===== config.mk =====
export PLATFORM = sky130hd
export DESIGN_NAME = buffer_mem_flat
export DESIGN_NICKNAME = d
export VERILOG_FILES = /design/src/rtl/buffer_mem_if.sv /design/src/rtl/buffer_mem.sv /design/src/flat_wrapper.sv
export SDC_FILE = /design/constraint.sdc
export NUM_CORES = 1
export LEC_CHECK = 0
export CAP_MARGIN = 0
export CORE_UTILIZATION = 60
export CTS_CLUSTER_DIAMETER = 80
export DETAILED_ROUTE_END_ITERATION = 12
export DONT_BUFFER_PORTS = 1
export GPL_TIMING_DRIVEN = 0
export PLACE_DENSITY = 0.75
export SYNTH_ARGS = -nofsm -noshare
export SYNTH_HDL_FRONTEND = slang
export SYNTH_SLANG_ARGS = --single-unit

===== constraint.sdc =====
create_clock -name clock -period 3.9 [get_ports clock]
set_input_delay 0.975 -clock clock [delete_from_list [all_inputs] [get_ports clock]]
set_output_delay 0.975 -clock clock [all_outputs]
set_load 0.05 [all_outputs]

===== src/rtl/buffer_mem_if.sv =====
// buffer_mem_if -- bundle of every non-clock signal of the load/store buffer.
//   issue_*    : op offered by dispatch (valid, opcode, tag, Vj/Qj, Vk/Qk)
//   full       : buffer cannot take another op
//   cdb_*      : common data bus broadcast snooped by the buffer
//   A/data/W/opcode_out/nova : request towards memory (nova = one-cycle strobe)
//   mem_out/V_pronto         : memory read data and done pulse
//   res_*      : load result broadcast
//   err        : sticky memory-timeout flag
// Modport slave is the buffer's view; master is the surrounding system's view.
interface buffer_mem_if;
   logic        issue_valid;
   logic [1:0]  issue_opcode;
   logic [3:0]  issue_tag;
   logic [15:0] issue_Vj;
   logic [3:0]  issue_Qj;
   logic [15:0] issue_Vk;
   logic [3:0]  issue_Qk;
   logic        full;
   logic        cdb_valid;
   logic [3:0]  cdb_tag;
   logic [15:0] cdb_value;
   logic [7:0]  A;
   logic [15:0] data;
   logic        W;
   logic [1:0]  opcode_out;
   logic        nova;
   logic [15:0] mem_out;
   logic        V_pronto;
   logic        res_valid;
   logic [3:0]  res_tag;
   logic [15:0] res_value;
   logic        err;

   modport slave (
      input  issue_valid, issue_opcode, issue_tag, issue_Vj, issue_Qj,
             issue_Vk, issue_Qk, cdb_valid, cdb_tag, cdb_value, mem_out, V_pronto,
      output full, A, data, W, opcode_out, nova, res_valid, res_tag, res_value, err
   );

   modport master (
      output issue_valid, issue_opcode, issue_tag, issue_Vj, issue_Qj,
             issue_Vk, issue_Qk, cdb_valid, cdb_tag, cdb_value, mem_out, V_pronto,
      input  full, A, data, W, opcode_out, nova, res_valid, res_tag, res_value, err
   );
endinterface


===== src/rtl/buffer_mem.sv =====
// buffer_mem -- in-order load/store buffer feeding a single memory port.
// Ops queue in a circular FIFO of DEPTH entries, snoop the CDB for missing
// operands, and are sent to memory one at a time from the head. Loads broadcast
// their result on res_*; stores complete silently.
// Ports:
//   clock : rising-edge clock
//   reset : synchronous, active-high
//   bus   : buffer_mem_if.slave (issue, full, cdb, memory request/response, result, err)
// Parameter DEPTH: entry count, power of two in 2..16.
// Optional feature macro BUFFER_MEM_TIMEOUT_EN: when defined, 8 WAIT cycles
// without V_pronto raise sticky err and re-issue the same head op.
module buffer_mem #(
   parameter int DEPTH = 4
) (
   input logic          clock,
   input logic          reset,
   buffer_mem_if.slave  bus
);
   localparam int PW = (DEPTH > 1) ? $clog2(DEPTH) : 1;
   localparam int CW = $clog2(DEPTH + 1);

   typedef struct packed {
      logic [1:0]  op;
      logic [3:0]  tag;
      logic [15:0] vj;
      logic [3:0]  qj;
      logic [15:0] vk;
      logic [3:0]  qk;
   } entry_t;

   typedef enum logic [1:0] {S_IDLE, S_REQ, S_WAIT, S_BCAST} state_t;

   entry_t           ent_q [DEPTH];
   entry_t           ent_d [DEPTH];
   logic [DEPTH-1:0] vld_q, vld_d;
   logic [PW-1:0]    head_q, head_d, tail_q, tail_d;
   logic [CW-1:0]    cnt_q, cnt_d;
   state_t           state_q, state_d;

   logic [7:0]  A_q, A_d;
   logic [15:0] data_q, data_d;
   logic        W_q, W_d;
   logic [1:0]  op_q, op_d;
   logic        nova_q, nova_d;
   logic [15:0] rdata_q, rdata_d;
   logic        res_valid_q, res_valid_d;
   logic [3:0]  res_tag_q, res_tag_d;
   logic [15:0] res_value_q, res_value_d;

   entry_t new_e;
   entry_t hd;
   logic   full, accept, pop, hd_ready, timeout;

   assign full     = (cnt_q == CW'(DEPTH));
   assign accept   = bus.issue_valid && !full;
   assign hd       = ent_q[head_q];
   assign hd_ready = vld_q[head_q] && (hd.qj == 4'd0) && (!hd.op[0] || hd.qk == 4'd0);
   // Head leaves on store completion or after its load result is broadcast.
   assign pop      = (state_q == S_WAIT && bus.V_pronto && hd.op[0]) || (state_q == S_BCAST);

   // Timeout watchdog on the WAIT state
`ifdef BUFFER_MEM_TIMEOUT_EN
   logic [3:0] wcnt_q, wcnt_d;
   logic       err_q;

   assign timeout = (state_q == S_WAIT) && !bus.V_pronto && (wcnt_q == 4'd7);
   assign wcnt_d  = ((state_q == S_WAIT) && !bus.V_pronto && !timeout) ? wcnt_q + 4'd1 : 4'd0;

   always_ff @(posedge clock) begin
      if (reset) begin
         wcnt_q <= '0;
         err_q  <= 1'b0;
      end else begin
         wcnt_q <= wcnt_d;
         err_q  <= err_q | timeout;
      end
   end
   assign bus.err = err_q;
`else
   assign timeout = 1'b0;
   assign bus.err = 1'b0;
`endif

   // Incoming op, with same-cycle CDB forwarding; loads never wait on Qk.
   always_comb begin
      new_e.op  = bus.issue_opcode;
      new_e.tag = bus.issue_tag;
      new_e.vj  = bus.issue_Vj;
      new_e.qj  = bus.issue_Qj;
      new_e.vk  = bus.issue_Vk;
      new_e.qk  = bus.issue_opcode[0] ? bus.issue_Qk : 4'd0;
      if (bus.cdb_valid && new_e.qj != 4'd0 && new_e.qj == bus.cdb_tag) begin
         new_e.vj = bus.cdb_value;
         new_e.qj = 4'd0;
      end
      if (bus.cdb_valid && new_e.qk != 4'd0 && new_e.qk == bus.cdb_tag) begin
         new_e.vk = bus.cdb_value;
         new_e.qk = 4'd0;
      end
   end

   // FIFO contents: CDB snoop of resident entries, pop at head, push at tail.
   // Push only happens when not full, so the tail slot is never the popped head.
   always_comb begin
      ent_d = ent_q;
      vld_d = vld_q;
      for (int i = 0; i < DEPTH; i++) begin
         if (vld_q[i] && bus.cdb_valid && bus.cdb_tag != 4'd0) begin
            if (ent_q[i].qj == bus.cdb_tag) begin
               ent_d[i].vj = bus.cdb_value;
               ent_d[i].qj = 4'd0;
            end
            if (ent_q[i].qk == bus.cdb_tag) begin
               ent_d[i].vk = bus.cdb_value;
               ent_d[i].qk = 4'd0;
            end
         end
      end
      if (pop)
         vld_d[head_q] = 1'b0;
      if (accept) begin
         ent_d[tail_q] = new_e;
         vld_d[tail_q] = 1'b1;
      end
   end

   // Power-of-two depth: pointers wrap naturally.
   assign head_d = head_q + PW'(pop);
   assign tail_d = tail_q + PW'(accept);
   assign cnt_d  = cnt_q + CW'(accept) - CW'(pop);

   // Next-state logic
   always_comb begin
      state_d = state_q;
      case (state_q)
         S_IDLE:  if (hd_ready) state_d = S_REQ;
         S_REQ:   state_d = S_WAIT;
         S_WAIT: begin
            if (bus.V_pronto)
               state_d = hd.op[0] ? S_IDLE : S_BCAST;
            else if (timeout)
               state_d = S_IDLE;   // head stays put and is re-requested
         end
         S_BCAST: state_d = S_IDLE;
         default: state_d = S_IDLE;
      endcase
   end

   // Output logic: next values of the registered memory/result outputs
   always_comb begin
      A_d         = A_q;
      data_d      = data_q;
      W_d         = W_q;
      op_d        = op_q;
      nova_d      = 1'b0;
      rdata_d     = rdata_q;
      res_valid_d = 1'b0;
      res_tag_d   = res_tag_q;
      res_value_d = res_value_q;
      if (state_q == S_IDLE && hd_ready) begin
         A_d    = hd.vj[7:0];
         data_d = hd.vk;
         W_d    = hd.op[0];
         op_d   = hd.op;
         nova_d = 1'b1;
      end
      if (state_q == S_WAIT && bus.V_pronto && !hd.op[0])
         rdata_d = bus.mem_out;
      if (state_q == S_BCAST) begin
         res_valid_d = 1'b1;
         res_tag_d   = hd.tag;
         res_value_d = rdata_q;
      end
   end

   // State register and registered outputs
   always_ff @(posedge clock) begin
      if (reset) begin
         state_q     <= S_IDLE;
         vld_q       <= '0;
         head_q      <= '0;
         tail_q      <= '0;
         cnt_q       <= '0;
         A_q         <= '0;
         data_q      <= '0;
         W_q         <= 1'b0;
         op_q        <= '0;
         nova_q      <= 1'b0;
         rdata_q     <= '0;
         res_valid_q <= 1'b0;
         res_tag_q   <= '0;
         res_value_q <= '0;
      end else begin
         state_q     <= state_d;
         vld_q       <= vld_d;
         head_q      <= head_d;
         tail_q      <= tail_d;
         cnt_q       <= cnt_d;
         A_q         <= A_d;
         data_q      <= data_d;
         W_q         <= W_d;
         op_q        <= op_d;
         nova_q      <= nova_d;
         rdata_q     <= rdata_d;
         res_valid_q <= res_valid_d;
         res_tag_q   <= res_tag_d;
         res_value_q <= res_value_d;
      end
   end

   // Entry payload needs no reset; the valid bits qualify it.
   always_ff @(posedge clock) begin
      for (int i = 0; i < DEPTH; i++)
         ent_q[i] <= ent_d[i];
   end

   assign bus.full       = full;
   assign bus.A          = A_q;
   assign bus.data       = data_q;
   assign bus.W          = W_q;
   assign bus.opcode_out = op_q;
   assign bus.nova       = nova_q;
   assign bus.res_valid  = res_valid_q;
   assign bus.res_tag    = res_tag_q;
   assign bus.res_value  = res_value_q;
endmodule


===== src/flat_wrapper.sv =====
// flat-port wrapper written by rule: the top's interface ports become plain ports
module buffer_mem_flat 
#(
   parameter int DEPTH = 4
)
  (clock, reset, bus_issue_valid, bus_issue_opcode, bus_issue_tag, bus_issue_Vj, bus_issue_Qj, bus_issue_Vk, bus_issue_Qk, bus_cdb_valid, bus_cdb_tag, bus_cdb_value, bus_mem_out, bus_V_pronto, bus_full, bus_A, bus_data, bus_W, bus_opcode_out, bus_nova, bus_res_valid, bus_res_tag, bus_res_value, bus_err);
  buffer_mem_if bus_i ();
  input logic clock;
  input logic reset;
  input wire logic [$bits(bus_i.issue_valid)-1:0] bus_issue_valid;
  input wire logic [$bits(bus_i.issue_opcode)-1:0] bus_issue_opcode;
  input wire logic [$bits(bus_i.issue_tag)-1:0] bus_issue_tag;
  input wire logic [$bits(bus_i.issue_Vj)-1:0] bus_issue_Vj;
  input wire logic [$bits(bus_i.issue_Qj)-1:0] bus_issue_Qj;
  input wire logic [$bits(bus_i.issue_Vk)-1:0] bus_issue_Vk;
  input wire logic [$bits(bus_i.issue_Qk)-1:0] bus_issue_Qk;
  input wire logic [$bits(bus_i.cdb_valid)-1:0] bus_cdb_valid;
  input wire logic [$bits(bus_i.cdb_tag)-1:0] bus_cdb_tag;
  input wire logic [$bits(bus_i.cdb_value)-1:0] bus_cdb_value;
  input wire logic [$bits(bus_i.mem_out)-1:0] bus_mem_out;
  input wire logic [$bits(bus_i.V_pronto)-1:0] bus_V_pronto;
  output wire logic [$bits(bus_i.full)-1:0] bus_full;
  output wire logic [$bits(bus_i.A)-1:0] bus_A;
  output wire logic [$bits(bus_i.data)-1:0] bus_data;
  output wire logic [$bits(bus_i.W)-1:0] bus_W;
  output wire logic [$bits(bus_i.opcode_out)-1:0] bus_opcode_out;
  output wire logic [$bits(bus_i.nova)-1:0] bus_nova;
  output wire logic [$bits(bus_i.res_valid)-1:0] bus_res_valid;
  output wire logic [$bits(bus_i.res_tag)-1:0] bus_res_tag;
  output wire logic [$bits(bus_i.res_value)-1:0] bus_res_value;
  output wire logic [$bits(bus_i.err)-1:0] bus_err;
  assign bus_i.issue_valid = bus_issue_valid;
  assign bus_i.issue_opcode = bus_issue_opcode;
  assign bus_i.issue_tag = bus_issue_tag;
  assign bus_i.issue_Vj = bus_issue_Vj;
  assign bus_i.issue_Qj = bus_issue_Qj;
  assign bus_i.issue_Vk = bus_issue_Vk;
  assign bus_i.issue_Qk = bus_issue_Qk;
  assign bus_i.cdb_valid = bus_cdb_valid;
  assign bus_i.cdb_tag = bus_cdb_tag;
  assign bus_i.cdb_value = bus_cdb_value;
  assign bus_i.mem_out = bus_mem_out;
  assign bus_i.V_pronto = bus_V_pronto;
  assign bus_full = bus_i.full;
  assign bus_A = bus_i.A;
  assign bus_data = bus_i.data;
  assign bus_W = bus_i.W;
  assign bus_opcode_out = bus_i.opcode_out;
  assign bus_nova = bus_i.nova;
  assign bus_res_valid = bus_i.res_valid;
  assign bus_res_tag = bus_i.res_tag;
  assign bus_res_value = bus_i.res_value;
  assign bus_err = bus_i.err;
  buffer_mem #(.DEPTH(DEPTH)) u_core (.clock(clock), .reset(reset), .bus(bus_i));
endmodule

==> results of run 1 <==
logic make-up (layout without fill, tap and decap cells):
group	Yosys count	count (layout)	share of synthesized area (%)
XOR/XNOR	41	41	3.41
multiplexers	50	50	8.45
flip-flops	229	229	45.8
AND/OR/NAND/NOR	349	349	15.9
buffers and inverters	133	177	5.33
adder cells (fa/ha/maj)	5	5	0.665
AO/OA/AOI/OAI	304	304	20.4
other	1	1	0.0356
routing by layer:
layer,up-vias,share of wire (%)
li1,4167,-
met1,4467,40
met2,635,44
met3,117,12
met4,0,3.9
met5,-,0
cell type report:
type | count | area [um2] | share of cell area [%]
tap | 225 | 282 | 2.43
clock buffer | 37 | 701 | 6.06
clock inverter | 7 | 58.8 | 0.508
sequential | 229 | 4820 | 41.7
multi-input combinational | 750 | 5140 | 44.5
inverter | 30 | 113 | 0.973
buffer | 103 | 449 | 3.88
report_power, final:
part / leakage, nW / switching, mW / total, mW / internal, mW
logic: 1.73 / 1.28 / 2.46 / 1.19
clock network: 0.376 / 0.934 / 2.23 / 1.30
registers: 1.92 / 0.572 / 3.72 / 3.14
sequential cells by signal (all words and copies together), names as in the netlist:
signal                 flops
u_core.bus.nova            1
u_core.bus.res_value      16
u_core.cnt_q               3
u_core.vld_q               4
u_core.bus.res_valid       1
u_core.rdata_q            16
u_core.head_q              2
u_core.tail_q              2
u_core.state_q             2
u_core.bus.opcode_out      2
u_core.ent_q             152
u_core.bus.data           16
u_core.bus.A               8
u_core.bus.res_tag         4
how the worst min path moves through the flow:
stage	depth (start not counted)	startpoint	to
after detailed placement	2	u_core.rdata_q[5]	u_core.bus.res_value[5]
after floorplan	2	u_core.rdata_q[0]	u_core.bus.res_value[0]
after CTS	2	u_core.rdata_q[5]	u_core.bus.res_value[5]
after global routing	2	u_core.rdata_q[12]	u_core.bus.res_value[12]
final	2	u_core.rdata_q[9]	u_core.bus.res_value[9]
after global placement	2	u_core.rdata_q[14]	u_core.bus.res_value[14]
placed cells by master (no fill, tap or decap), types with 3 or more instances in the layout:
cell type	instances
nand2b_1	4
clkbuf_16	25
clkbuf_8	3
dfxtp_1	205
xor2_1	13
o211ai_1	9
edfxtp_1	24
nand2_1	83
o22ai_1	18
nor2b_1	4
nand3_1	144
clkinv_2	5
nor4_1	9
mux2i_1	18
buf_1	15
inv_1	29
and4_1	3
o21ai_0	94
o32a_1	24
nor2_1	66
ha_1	4
xnor2_1	28
buf_2	25
nand4_1	8
a21oi_1	58
o221a_2	48
a221oi_1	16
clkbuf_1	68
o21a_1	27
nor3_1	7
mux4_2	31
o21ai_1	4
or2_2	4
and2_1	4
worst max-delay path: stages, from the launching register on:
cell,delay (ps)
dfxtp_1,350
nor3b_2,830
nor2b_1,220
nand3_1,450
inv_1,240
buf_1,450
a21oi_1,530
nand2_1,100
o21ai_0,80
through the flow:
stage | utilization, % | power (mW) | area (um2)
finish | 67.1 | 8.41 | 11600
floorplan | - | 5.46 | 10500
detailed placement | 62.7 | 6.10 | 10800
global route | 67.1 | 8.78 | 11600
global placement | 62.7 | 6.00 | 10800
CTS | 67.1 | 8.31 | 11600
Yosys cell counts, types with 24 or more instances:
cell	n
nand3_1	144
edfxtp_1	24
o21ai_0	94
o21a_1	27
a21oi_1	58
nand2_1	83
o32a_1	24
o221a_2	48
clkbuf_1	59
buf_2	25
mux4_2	31
nor2_1	66
xnor2_1	28
inv_1	29
dfxtp_1	205
==> results.cfg, run 1 <==
[cts]
numCtsBuffers = 24
cts_max_level = 1
cts_setup_buffers = 0
clkSlewWorstSetupHoldPaths_ps = 60
clk-insertion-delay-late_ps = 520
cts_resized = 0
cts_tree = built
ctsHoldBuffers = 0
clk_path_buf_depth = 3
cts_sinks = 229
ctsRootBufferMaster = clkbuf_16

[finish]
layout-drive-gt1-share_pct = 13.2
syn2layout_area_growth_pct = 9.89
fill_cells = 1386
n_antenna_cell = 0
finalNetCount = 1230
final_cell_count_no_fill = 1381

[sta]
tightest_slew_ps = 1070
tns_ps = 0
setup_viol = 0
period_share_pct = 85.3
rsz0062_at_grt = false
fmax_mhz = 301
skew_ps = 14.9
relSlewSlack_pct = 27.8
setup_ws_ps = 574
holdWs_ps = 450
hold_viol = 0
period_minus_slack_ps = 3330
slew_violations = 0

[floorplanning]
fp.coreArea_mm2 = 0.0172
dieArea_mm2 = 0.0181
io_pins = 138
fp.dieH_um = 134
initial_core_util_pct = 61.1
row_count = 48
die-width_um = 134

[synth]
yosysSeqAreaShare_pct = 45.8
syn_area_per_cell_um2 = 9.47
synth_cell_types = 54
synth_top_area_share_pct = 39.0
yosys_warnings = 0
ys_async_sr_fraction_pct = 0
synthFlopType = dfxtp_1
synth_fp_nets = 1204
synthTopCellsByArea = dfxtp_1 39%, nand3_1 6.8%, edfxtp_1 6.8%, mux4_2 6.6%, o221a_2 5.1%
synth_cells = 1112
yosysTopAreaCell = dfxtp_1
synth_seq_cells = 229
synthesis.area_mm2 = 0.0105
synth_edf_count = 24

[power]
peakVddDrop_mv = 0.398
p_leak_nw = 4.02
powerDensity_mw_per_mm2 = 727

[routing]
viasPerCell = 6.80
first_pass_iters = 5
vias = 9386
routedWlPerCell_um = 23.4
routed_wl_mm = 32.3
ant_nets = 0
drc = 0
initialDrtViolationCount = 993

[global_routing]
antenna_found_initial = 0
grt_pass1_wl_mm = 49.4
gr-max-usage-layer = met2
grtUsageTotal_pct = 35.7
grt_pass1_vias = 8910
met1_usage_pct = 50.0
grt.met3_usage_pct = 7.70
gr-total-overflow = 0
grt_start_max_net_pins = 16
grt_util_met2_pct = 53.9

[worst_setup_path]
arrival_ps = 3760
required_ps = 4340
r2r_cells = 8
cp-endpoint = u_core.ent_q[2]
worstReg2RegEnd = u_core.ent_q[2]
cp-start-kind = register
cp-end-kind = register
ff2ff_setup_slack_ps = 570
worstReg2RegStart = u_core.cnt_q[1]
crit_type = reg -> reg
setup.worst_path.start = u_core.cnt_q[1]
crit_fanout = 15

[flow_run]
cap_violations = 0

[placed_design]
post-place-cells = 1337
place_hpwl_mm = 22.2
gp_congestion = 0.917
io_buffers = 0
preCtsSetupSlack_ps = 563

[status]
status = complete, no violations

[worst_hold_path]
holdCritPathClass = reg -> reg
Power figures use the tool's default switching activity.
==> inputs of run 2 (changes only) <==
==> constraint.sdc (replaced) <==
create_clock -name clock -period 3.2 [get_ports clock]
set_input_delay 0.8 -clock clock [delete_from_list [all_inputs] [get_ports clock]]
set_output_delay 0.8 -clock clock [all_outputs]
set_load 0.05 [all_outputs]
==> results.cfg, run 2 (synthesis results as in run 1) <==
[global_routing]
grt_start_max_net_pins = 16
grt_pass1_vias = 8916
antenna_found_initial = 0
grtUsageTotal_pct = 35.8
grt_pass1_wl_mm = 49.4
gr-total-overflow = 0

[cts]
clk-insertion-delay-late_ps = 520
cts_sinks = 229
cts_tree = built
cts_max_level = 1
numCtsBuffers = 24
ctsHoldBuffers = 0
clkSlewWorstSetupHoldPaths_ps = 60
clk_path_buf_depth = 3
ctsRootBufferMaster = clkbuf_16
cts_setup_buffers = 0

[worst_setup_path]
cp-end-kind = register
crit_fanout = 15
required_ps = 3610
cp-start-kind = register
arrival_ps = 3440
crit_type = reg -> reg

[floorplanning]
fp.coreArea_mm2 = 0.0172
die-width_um = 134
row_count = 48
initial_core_util_pct = 61.1
io_pins = 138
dieArea_mm2 = 0.0181
fp.dieH_um = 134

[finish]
n_antenna_cell = 0
largest_register = u_core.ent_q
fill_cells = 1387
layout_common_cells = 205 x dfxtp_1, 144 x nand3_1, 94 x o21ai_0
syn2layout_area_growth_pct = 10.1
layout_commonest_cell = dfxtp_1
layout-drive-gt1-share_pct = 13.6
largest_reg_flops = 152
finalNetCount = 1230

[routing]
drc = 0
viasPerCell = 6.77
ant_nets = 0
first_pass_iters = 6
routedWlPerCell_um = 23.4
initialDrtViolationCount = 1054
routed_wl_mm = 32.3
vias = 9345

[sta]
fmax_mhz = 330
skew_ps = 12.8
rsz0062_at_grt = false
period_share_pct = 94.7
period_minus_slack_ps = 3030
setup_viol = 0
tightest_slew_ps = 1120
relSlewSlack_pct = 24.8
holdWs_ps = 379
hold_viol = 0
setup_ws_ps = 169
slew_violations = 0

[placed_design]
gp_congestion = 0.917
place_hpwl_mm = 22.2
io_buffers = 0
preCtsSetupSlack_ps = -87.5

[flow_run]
cap_violations = 0

[worst_hold_path]
holdCritPathClass = in -> reg

[status]
status = complete, no violations

[power]
peakVddDrop_mv = 0.485
finalPower_mw = 10.3
p_leak_nw = 4.02
powerDensity_mw_per_mm2 = 885
-- run 2: cell counts in the layout (fill, tap and decap cells not counted) --
No cell type changed its count.
-- run 2: timing repair --
item / CTS / global route
endpoints found under the hold margin: 0 / 0
pin swaps: 0 / 1
resized for setup: 1 / 4
endpoints found under the setup margin: 9 / 9
-- run 2: critical path, cell delays in order (launching register included) --
cell      delay, ps
dfxtp_1         360
nor3b_4         610
nor2b_1         210
nand3b_1        500
inv_1           210
buf_1           450
o32a_1          470
o21a_1          110
-- run 2: power breakdown --
part / switching, mW / internal, mW
Combinational: 1.56 / 1.46
Sequential: 0.701 / 3.83
Clock: 1.13 / 1.58
Total: 3.39 / 6.87
-- run 2: layout make-up --
class / instances / area (um2) / share of cell area, %
clock inverter: 7 / 58.8 / 0.507
tap: 225 / 282 / 2.43
multi-input combinational: 750 / 5160 / 44.5
sequential: 229 / 4820 / 41.6
clock buffer: 37 / 701 / 6.04
buffer: 103 / 449 / 3.88
inverter: 30 / 113 / 0.972
-- run 2: final timing paths --
| path | startpoint | to | slack (ps) | cells past startpoint |
|---|---|---|---|---|
| setup / recovery | u_core.cnt_q[2] | u_core.ent_q[73] | 170 | 7 |
| hold / removal | bus_issue_tag[1] | u_core.ent_q[133] | 380 | 0 |
| setup reg to reg | u_core.cnt_q[2] | u_core.ent_q[73] | 170 | 7 |
| hold reg to reg | u_core.rdata_q[9] | u_core.bus.res_value[9] | 450 | 2 |
-- run 2: layer usage --
metal  wire length [um]  vias to the layer above  track usage (%)
met5                  0                        -                0
met4               1190                        0             14.7
met3               3990                       96             7.70
met2              14300                      627             53.9
met1              12800                     4458             50.1
li1                   -                     4164                -
-- run 2: through the flow --
step                std cells  TNS (ps)  cell area, um2  utilization, %
finish                   1381         0           11600            67.2
global route             1381         0           11600            67.2
CTS                      1381         0           11600            67.2
detailed placement       1337      -290           10800            62.7
global placement         1337      -131           10800            62.7
floorplan                1112         0           10500               -
